File: src/rtl/if_id_queue_pkg.sv
`default_nettype none
// ============================================================================
// Module      : if_id_queue_pkg
// Description : Shared pipeline definitions for the IF/ID boundary.
//               XLEN      - width of pc and instruction fields
//               c_nop_instr - canonical bubble (addi x0, x0, 0)
//               fetch_entry_t - {pc, pc_plus4, instr} as carried IF -> ID;
//               the ID stage uses the same typedef.
// Revision    : 1.0 - initial release
// ============================================================================
package if_id_queue_pkg;

    localparam int XLEN = 32;

    localparam logic [31:0] c_nop_instr = 32'h0000_0013;

    typedef struct packed {
        logic [XLEN-1:0] pc;
        logic [XLEN-1:0] pc_plus4;
        logic [XLEN-1:0] instr;
    } fetch_entry_t;

endpackage : if_id_queue_pkg
`default_nettype wire

File: src/rtl/if_id_queue.sv
`default_nettype none
// ============================================================================
// Module      : if_id_queue
// Description : In-order instruction queue between IF and ID. Holds up to
//               DEPTH fetched entries and presents the head to ID over a
//               valid/ready handshake. flush empties the queue in one cycle.
// Ports       : clk, rst (sync, active-low)
//               flush                          - redirect, discards all entries
//               in_valid/in_ready, in_pc, in_pc_plus4, in_instr - from IF
//               stall_if                       - = ~in_ready, to IF
//               out_valid/out_ready, out_pc, out_pc_plus4, out_instr - to ID
//               count                          - current occupancy
// Revision    : 1.0 - initial release
// ============================================================================
module if_id_queue
    import if_id_queue_pkg::*;
#(
    parameter int DEPTH = 4,
    parameter int XLEN  = if_id_queue_pkg::XLEN
) (
    input  logic                       clk,
    input  logic                       rst,
    input  logic                       flush,
    input  logic                       in_valid,
    output logic                       in_ready,
    input  logic [XLEN-1:0]            in_pc,
    input  logic [XLEN-1:0]            in_pc_plus4,
    input  logic [XLEN-1:0]            in_instr,
    output logic                       stall_if,
    output logic                       out_valid,
    input  logic                       out_ready,
    output logic [XLEN-1:0]            out_pc,
    output logic [XLEN-1:0]            out_pc_plus4,
    output logic [XLEN-1:0]            out_instr,
    output logic [$clog2(DEPTH):0]     count
);

    localparam int c_ptr_w = $clog2(DEPTH);
    localparam int c_cnt_w = c_ptr_w + 1;
    localparam logic [c_cnt_w-1:0] c_full = c_cnt_w'(DEPTH);

    logic [XLEN-1:0]    r_pc       [DEPTH];
    logic [XLEN-1:0]    r_pc_plus4 [DEPTH];
    logic [XLEN-1:0]    r_instr    [DEPTH];
    logic [c_ptr_w-1:0] r_wp;
    logic [c_ptr_w-1:0] r_rp;
    logic [c_cnt_w-1:0] r_count;

    logic w_in_ready;
    logic w_out_valid;
    logic w_push;
    logic w_pop;

    // Both handshake flags come from the registered count only, so a pop in
    // the same cycle never re-opens in_ready (no full-bypass).
    assign w_in_ready  = (r_count != c_full);
    assign w_out_valid = (r_count != '0);
    assign w_push      = in_valid & w_in_ready & ~flush;
    assign w_pop       = w_out_valid & out_ready & ~flush;

    // Storage: one write enable per entry so each slot is a plain flop bank.
    // Contents are not reset; validity is tracked solely by r_count.
    for (genvar i = 0; i < DEPTH; i++) begin : g_entry
        always_ff @(posedge clk) begin
            if (w_push && (r_wp == c_ptr_w'(i))) begin
                r_pc[i]       <= in_pc;
                r_pc_plus4[i] <= in_pc_plus4;
                r_instr[i]    <= in_instr;
            end
        end
    end

    // Pointers wrap naturally since DEPTH is a power of two.
    always_ff @(posedge clk) begin
        if (!rst || flush) begin
            r_wp    <= '0;
            r_rp    <= '0;
            r_count <= '0;
        end else begin
            if (w_push) begin
                r_wp <= r_wp + c_ptr_w'(1);
            end
            if (w_pop) begin
                r_rp <= r_rp + c_ptr_w'(1);
            end
            if (w_push && !w_pop) begin
                r_count <= r_count + c_cnt_w'(1);
            end else if (w_pop && !w_push) begin
                r_count <= r_count - c_cnt_w'(1);
            end
        end
    end

    // Show-ahead head; an empty queue presents a NOP bubble to ID.
    always_comb begin
        out_pc       = '0;
        out_pc_plus4 = '0;
        out_instr    = XLEN'(c_nop_instr);
        if (w_out_valid) begin
            out_pc       = r_pc[r_rp];
            out_pc_plus4 = r_pc_plus4[r_rp];
            out_instr    = r_instr[r_rp];
        end
    end

    assign in_ready  = w_in_ready;
    assign stall_if  = ~w_in_ready;
    assign out_valid = w_out_valid;
    assign count     = r_count;

endmodule : if_id_queue
`default_nettype wire

File: config.mk
export PLATFORM = sky130hd
export DESIGN_NAME = if_id_queue
export DESIGN_NICKNAME = d
export VERILOG_FILES = /design/src/rtl/if_id_queue_pkg.sv /design/src/rtl/if_id_queue.sv
export SDC_FILE = /design/constraint.sdc
export NUM_CORES = 1
export LEC_CHECK = 0
export CORE_MARGIN = 8
export CORE_UTILIZATION = 35
export DETAILED_ROUTE_END_ITERATION = 6
export DONT_BUFFER_PORTS = 1
export HOLD_SLACK_MARGIN = 0.03
export SYNTH_ARGS = -nofsm -noshare
export SYNTH_HDL_FRONTEND = slang
export SYNTH_SLANG_ARGS = --single-unit
File: constraint.sdc
create_clock -name clk -period 4.5 [get_ports clk]
set_clock_uncertainty 0.05 [all_clocks]
set_input_delay 0.45 -clock clk [delete_from_list [all_inputs] [get_ports clk]]
set_output_delay 0.45 -clock clk [all_outputs]
set_load 0.01 [all_outputs]
# [After elaboration in Yosys (flattened, before gate mapping)]
# Memories as Yosys holds them, arrays and structs flattened. A register that Yosys moved wholly into a read port is not among the register bits.
# Cells that the tools add are included.
# Widths: inputs -> output; s select.
[word_totals] register_bits=7 latchBits=0 mem_bits_rw=384 rom_bits=0 output_inout_bits=102 wordCells=88 memories=3
[classes] add_sub_neg=4 multipliers=0 div_mod_pow=0 magnitude_cmp=0 eq_ne=4 shifts=0 n_mux=46 bitwise=6 reduce_logical=22
[mem_list] memory="r_instr" words=4 word_bits=32 rd=1 rd_clocked_by_memory_dff=1 wr=1 line_no="if_id_queue.sv:44" text="logic [XLEN-1:0] r_instr [DEPTH];"
[mem_list] memory="r_pc" words=4 word_bits=32 rd=1 rd_clocked_by_memory_dff=1 wr=1 line_no="if_id_queue.sv:42" text="logic [XLEN-1:0] r_pc [DEPTH];"
[mem_list] memory="r_pc_plus4" words=4 word_bits=32 rd=1 rd_clocked_by_memory_dff=1 wr=1 line_no="if_id_queue.sv:43" text="logic [XLEN-1:0] r_pc_plus4 [DEPTH];"
[op_table] operator="$mux 32" count=12
[op_table] operator="$reduce_or 32->1" count=9
[op_table] operator="$mux 2" count=15
[op_table] operator="$mux 1" count=17
[op_table] operator="$logic_and 1x1->1" count=6
[op_table] operator="$mux 3" count=2
[op_table] operator="$add 2x1->2 const B" count=2
[op_table] operator="$and 1x1->1" count=4
[op_table] operator="$eq 2x2->1 const B" count=2
[op_table] operator="$add 3x1->3 const B" count=1
[op_table] operator="$logic_not 1->1" count=3
[op_table] operator="$ne 3x3->1 const B" count=1
[op_table] operator="$reduce_bool 3->1" count=1
[op_table] operator="$sub 3x1->3 const B" count=1
[op_table] operator="$eq 2x1->1 const B" count=1
[op_table] operator="$logic_not 2->1" count=1
[op_table] operator="$not 1->1" count=2
[op_table] operator="$reduce_bool 2->1" count=1
[op_table] operator="$logic_or 1x1->1" count=1

# [Longest topological paths before layout]
# Gate-level depths: netlist of the first run.
[logic_depth] word_depth=10 ltp_mapped=9

# [Worst setup path after synthesis of the first run]
# No wires, ideal clock.
[synth_timing] kind="register to register" start="register r_count[0], in the netlist count[0]" end="memory r_instr[0][0] (enable)" setup_time_ps=466 t_arrival_ps=3097 required_time_ps=3984 setup_slack_ps=887 path_stages_with_launch=4 period_less_slack_ps=3613 cell_sequence="dfxtp_1 > or3b_1 > buf_2 > and3_1"
[synth_via] elab_chain_len=10 word_cells_on_any_way=24 cone_classes="1 x eq/ne; 14 x mux; 2 x bitwise; 7 x reduce/logical"
[synth_rtl] element="from (decl)" line_no="if_id_queue.sv:47" text="logic [c_cnt_w-1:0] r_count;"
[synth_rtl] element="from (signal assigned)" line_no="if_id_queue.sv:87" text="r_count <= r_count + c_cnt_w'(1);"
[synth_rtl] element="from (signal assigned)" line_no="if_id_queue.sv:89" text="r_count <= r_count - c_cnt_w'(1);"
[synth_rtl] element="$ne 3x3->1 *" line_no="if_id_queue.sv:56" text="assign w_in_ready = (r_count != c_full);"
[synth_rtl] element="net in_ready" line_no="if_id_queue.sv:25" text="output logic in_ready,"
[synth_rtl] element="$and 1x1->1 * (2 in series)" line_no="if_id_queue.sv:58" text="assign w_push = in_valid & w_in_ready & ~flush;"
[synth_rtl] element="$logic_and 1x1->1" line_no="if_id_queue.sv:65" text="if (w_push && (r_wp == c_ptr_w'(i))) begin"
[synth_rtl] element="$mux 1" line_no="if_id_queue.sv:65"
[synth_rtl] element="$mux 1 (not written as such)" line_no="if_id_queue.sv:68" text="r_instr[i] <= in_instr;"
[synth_rtl] element="$reduce_or 32->1 (no source line)"
[synth_rtl] element="$mux 2 (no source line) or $mux 1 (tied branches) (3 in series)"
[synth_rtl] element="to (decl)" line_no="if_id_queue.sv:44"
# Mark *: on every way through the listed nets, which the timed path passes. The rest lies on a longest branch.

# [Final worst setup path of the first run]
[layout_timing] start="register r_count[0], in the netlist count[0]" end="output port out_pc[11]"
[layout_via] elab_chain_len=2
[layout_rtl] element="$reduce_bool 3->1" line_no="if_id_queue.sv:57" text="assign w_out_valid = (r_count != '0);"
[layout_rtl] element="$mux 32" line_no="if_id_queue.sv:99" text="if (w_out_valid) begin"
[layout_rtl] element="to (decl)" line_no="if_id_queue.sv:32" text="output logic [XLEN-1:0] out_pc,"
# No other way between the ends.

==> run_results.csv, run 1 <==
group,metric,value,unit
status,status,"finished, final reports clean",
clocking,htreeDepth,2,
detailed_routing,vias_per_cell,4.980,
grt,grt_overflow,0,
cells_and_area,area_delta_synth_final,20.42,%
cells_and_area,post-route-util,42.81,%
placement,hpwl,18120,um
placement,dpl_cell_area,15640,um^2
logic_synthesis,synthAdderAreaFrac,0.5513,%
setup_path,worst-path-buf-inv,2,
setup_path,cp_top_family,"buffers and inverters",
logic_synthesis,syn_inst,662,
sta,fin_crit_sh,71.58,%
grt,grt_pass1_vias,7370,
cells_and_area,final_common_cell,"edfxtp_1",
logic_synthesis,synth-seq-cells,393,
logic_synthesis,synth.avg_cell_area,22.63,um^2
detailed_routing,totalWireLength,31040,um
clocking,clk_latency,550,ps
grt,grt.busiest_layer,"met2",
detailed_routing,wire_per_inst,22.92,um
placement,port_buffers,0,
logic_synthesis,synthMuxAreaShare,14.50,%
setup_path,critical_path.slowest_cell,"inv_2",
clocking,cts-root-buf,"clkbuf_16",
logic_synthesis,synth_nets,769,
run,maxCapViolCount,0,
die,die_y,222.9,um
die,dieWidth,222.9,um
logic_synthesis,synth_compound_area_share,0.3508,%
grt,met2_usage,19.86,%
cells_and_area,final_area,18040,um^2
grt,grtUsageMet3,3.712,%
logic_synthesis,synth_xor_area_share,0.1754,%
clocking,post_cts_buffers,0,
logic_synthesis,synth-simple-area-share,4.795,%
setup_path,end_kind,"primary output",
logic_synthesis,syn-cell-area,14980,um^2
die,core_area,42130,um^2
die,rows,75,
sta,fmax,310.4,MHz
clocking,cts.path.max_buffers,3,
sta,fin_tns_setup,0,ps
grt,grt_util_all_layers,12.42,%
grt,use_met1,15.99,%
hold_path,min_path_type,"primary input to flip-flop",
grt,antenna_found_initial,1,
clocking,tritoncts,"done",
pwr,finalPower,8.000,mW
setup_path,worstPathRequired,4000,ps
sta,rsz0062_at_grt,"no",
setup_path,worstSetupStartpointType,"flip-flop",
setup_path,crit_fanout,64,
sta,slew_headroom,24.22,%
cells_and_area,nNetsFinal,888,
detailed_routing,drt_pass1_iterations,4,
grt,grt_max_degree,65,
detailed_routing,drt.antenna.violating_nets,0,
die,initial_utilization,35.55,%
cells_and_area,layout_common_cells,"edfxtp_1 (384), dlygate4sd3_1 (97), mux4_2 (96)",
setup_path,cpPeakStageDelay,830,ps
detailed_routing,drcViolationCount,0,
clocking,clkSlewWorstSetupHoldPaths,60,ps
pwr,leakagePower,5.631,nW
die,die_area,49670,um^2
placement,place_congestion,0.7038,
setup_path,cp_data_arrival_time,2720,ps
cells_and_area,drive_gt1_share,22.82,%
detailed_routing,drt_iter0_drc,438,
logic_synthesis,ys.warnings.count,0,
logic_synthesis,ys_types,30,
pwr,ir_drop,0.0003439,V
pwr,powerDensity,443.6,nW/um^2
detailed_routing,vias,6743,
logic_synthesis,synth_top_family_by_area,"multiplexers",
cells_and_area,antenna_cells,0,
sta,drv_slew,0,
sta,finalSetupViolations,0,
setup_path,path_class,"flip-flop to primary output",
logic_synthesis,synth_seq_area_share,78.19,%
sta,hold_viol,0,
die,pin_count,203,
grt,grt_pass1_wl,47000,um
setup_path,path_cells,"nor3_2, inv_2, buf_4, and2_1",
sta,worst_pin_slew,1135,ps
clocking,cts_buffers,42,
sta,period_minus_slack,3221,ps
clocking,cts_sinks,393,
worst min-delay path: cells and delay by family:
kind	cells	cell delay, ps
AO/OA/AOI/OAI	1	80
AND/OR/NAND/NOR	2	140
cell usage after synthesis (all sizes together):
cell	n	area share, %
xor2	3	0.18
nand3	1	0.033
nor2	4	0.10
nand2b	1	0.042
nor3	1	0.067
or2	4	0.17
nor2b	2	0.084
clkbuf	16	0.40
inv	5	0.13
mux2i	1	0.067
or3	2	0.084
nand2	1	0.025
ha	5	0.42
buf	18	0.91
or3b	1	0.058
and2	94	3.9
a21oi	3	0.10
mux4	96	14
fa	1	0.13
edfxtp	384	77
o31ai	2	0.13
dfxtp	9	1.2
and3	4	0.17
a21o	1	0.050
nand4	1	0.042
o21ai	2	0.067
power by group:
| part | switching [mW] | internal [mW] |
|---|---|---|
| combinational | 0.225 | 0.171 |
| sequential | 0.0220 | 4.08 |
| clock | 1.42 | 2.08 |
| total | 1.67 | 6.33 |
per-layer routing:
| layer | wire length [um] | part of all wire [%] | up-vias |
|---|---|---|---|
| met5 | 16 | 0.052 | - |
| met4 | 774 | 2.5 | 2 |
| met3 | 2009 | 6.5 | 49 |
| met2 | 14850 | 48 | 184 |
| met1 | 13380 | 43 | 3569 |
| li1 | - | - | 2939 |
flip-flops by register name, summed over array words and instances, names as in the netlist, named ones only:
name / cells
r_instr: 128
r_pc: 128
r_pc_plus4: 128
count: 3
r_rp: 2
r_wp: 2
per-stage QoR:
step,setup slack (ps),hold WS [ps],std cells
finish,1279,125.8,1354
global route,1002,121.9,1354
CTS,1113,72.40,1354
detailed placement,1731,451.4,1179
global placement,1786,429.9,1179
floorplan,886.6,409.1,662
logic make-up after synthesis:
kind of cell,count (synthesis)
AOI/OAI and AO/OA,8
xor gates and xnor gates,3
adders and majority gates,6
buffers and inverters,39
DFF,393
muxes,97
and+or+nand+nor,116
path summary, 6_finish.rpt:
check / from / endpoint / slack (ps) / cells past startpoint
setup / recovery: count[0] / out_pc[11] / 1280 / 4
hold / removal: out_ready / flip-flop / 130 / 3
setup reg to reg: count[0] / count[2] / 1750 / 8
hold reg to reg: r_rp[1] / flip-flop / 480 / 2
repair_timing:
action / CTS / global route
hold endpoints to repair: 385 / 0
hold buffers: 97 / 0
resized for setup: 0 / 0
layout make-up:
| cell class | instances | area (um^2) |
|---|---|---|
| Sequential cell | 393 | 11720 |
| Tap cell | 539 | 674.4 |
| Fill cell | 3622 | 24100 |
| Multi-Input combinational cell | 230 | 3072 |
| Clock inverter | 29 | 277.8 |
| Clock buffer | 49 | 1151 |
| Inverter | 5 | 18.77 |
| Timing Repair Buffer | 109 | 1124 |
No activity file was read; power rests on OpenSTA's default activity.
==> run 2: changes to the inputs <==
clock period = 2.7 ns   (was 4.5 ns; I/O delays follow)
==> run_results.csv, run 2 (synthesis gave the netlist of run 1 again) <==
group,metric,value,unit
status,status,"finished, final reports clean",
setup_path,r2r-end,"count[2]",
cells_and_area,fin_cells,1369,
hold_path,min_path_type,"primary input to flip-flop",
cells_and_area,seqCellArea,11720,um^2
die,rows,75,
detailed_routing,drt-met1-wl,12390,um
grt,grt_util_all_layers,12.31,%
die,pin_count,203,
setup_path,r2r_slack,410,ps
detailed_routing,wire_per_inst,22.22,um
placement,place_congestion,0.7092,
sta,fin_crit_sh,91.88,%
setup_path,r2r_cells,8,
grt,grt_max_degree,56,
sta,period_minus_slack,2481,ps
detailed_routing,vias,6692,
sta,hold_viol,0,
setup_path,rr_startpoint,"count[0]",
pwr,finalPower,12.95,mW
clocking,ctsHoldBuffers,102,
placement,place_worst_setup_slack,416.7,ps
pwr,ir_drop,0.0005096,V
setup_path,cp_data_arrival_time,2160,ps
sta,fmax,403.1,MHz
sta,finalSetupViolations,0,
clocking,cts.path.max_buffers,3,
sta,worst_pin_slew,401.0,ps
clocking,clkSlewWorstSetupHoldPaths,60,ps
placement,hpwl,18160,um
detailed_routing,drt.antenna.violating_nets,0,
clocking,cts.repair.resized,0,
sta,rsz0062_at_grt,"no",
detailed_routing,drcViolationCount,0,
clocking,cts_buffers,42,
cells_and_area,largest_registers,"r_instr x128, r_pc x128, r_pc_plus4 x128",
grt,grt_pass1_vias,7487,
placement,port_buffers,0,
die,die_area,49670,um^2
run,maxCapViolCount,0,
cells_and_area,layout_common_cells,"edfxtp_1 (384), dlygate4sd3_1 (102), mux4_2 (96)",
pwr,leakagePower,5.699,nW
cells_and_area,drive_gt1_share,22.80,%
die,dieWidth,222.9,um
cells_and_area,multiInputGateArea,3072,um^2
setup_path,crit_fanout,15,
clocking,htreeDepth,2,
grt,grt_pass1_wl,46840,um
sta,fin_tns_setup,0,ps
clocking,cts_sinks,393,
detailed_routing,vias_per_cell,4.888,
setup_path,crit_end,"out_instr[21]",
cells_and_area,final_common_cell,"edfxtp_1",
detailed_routing,top_layer,"met5",
sta,timing.final.ws_setup,219.3,ps
detailed_routing,drt_pass1_iterations,4,
setup_path,path_class,"flip-flop to primary output",
die,die_y,222.9,um
setup_path,worstPathRequired,2380,ps
clocking,clk_latency,540,ps
sta,drv_slew,0,
pwr,powerDensity,711.3,nW/um^2
detailed_routing,totalWireLength,30420,um
die,core_area,42130,um^2
detailed_routing,wl_met3,1598,um
setup_path,worstSetupStartpointType,"flip-flop",
detailed_routing,routed-wl-met2,15600,um
cells_and_area,area_delta_synth_final,21.56,%
clocking,tritoncts,"done",
cells_and_area,fillers,3609,
sta,slew_headroom,73.26,%
placement,dp_cells,1191,
grt,antenna_found_initial,4,
clocking,cts-root-buf,"clkbuf_16",
grt,grt_overflow,0,
die,initial_utilization,35.55,%
setup_path,end_kind,"primary output",
clocking,post_cts_buffers,0,
cells_and_area,nNetsFinal,905,
detailed_routing,drt_iter0_drc,357,
## run 2: critical path, stage by stage (launching register included)
cell	delay (ps)
dfxtp_4	450
buf_12	210
buf_4	200
mux4_2	520
and2_1	220
## run 2: stage by stage
| step | area [um^2] | hold WS (ps) | utilization (%) |
|---|---|---|---|
| finish | 18210 | 121.8 | 43.21 |
| global placement | 15880 | 319.1 | 37.68 |
| CTS | 18210 | 71.41 | 43.21 |
| floorplan | 14980 | 318.9 | - |
| global route | 18210 | 118.4 | 43.21 |
| detailed placement | 15880 | 319.1 | 37.68 |
## run 2: layer usage
metal	up-vias	GRT usage, %
met4	4	5.076
met3	47	3.083
met2	166	21.31
met1	3505	14.55
li1	2970	-
met5	-	0
## run 2: worst min path at each step
stage | depth (start not counted) | slack (ps) | from | to
detailed placement | 0 | 320 | in_instr[18] | r_instr[3][18]
global route | 4 | 120 | in_valid | r_wp[0]
global placement | 0 | 320 | in_pc_plus4[10] | r_pc_plus4[2][10]
floorplan | 0 | 320 | in_instr[0] | r_instr[0][0]
finish | 4 | 120 | in_valid | r_wp[0]
CTS | 4 | 70 | in_valid | r_wp[0]
## run 2: cell type report
type	count	area share, %
Tap cell	539	3.704
Inverter	5	0.1031
Clock inverter	21	0.8109
Sequential cell	393	64.36
Antenna cell	1	0.01374
Multi-Input combinational cell	230	16.87
Clock buffer	54	6.370
Timing Repair Buffer	126	7.765
## run 2: where the power goes
part           switching, mW  total (mW)  internal [mW]
Sequential            0.0265        6.82           6.80
Combinational          0.392       0.706          0.314
Clock                   2.28        5.42           3.14
Total                   2.70        13.0           10.2
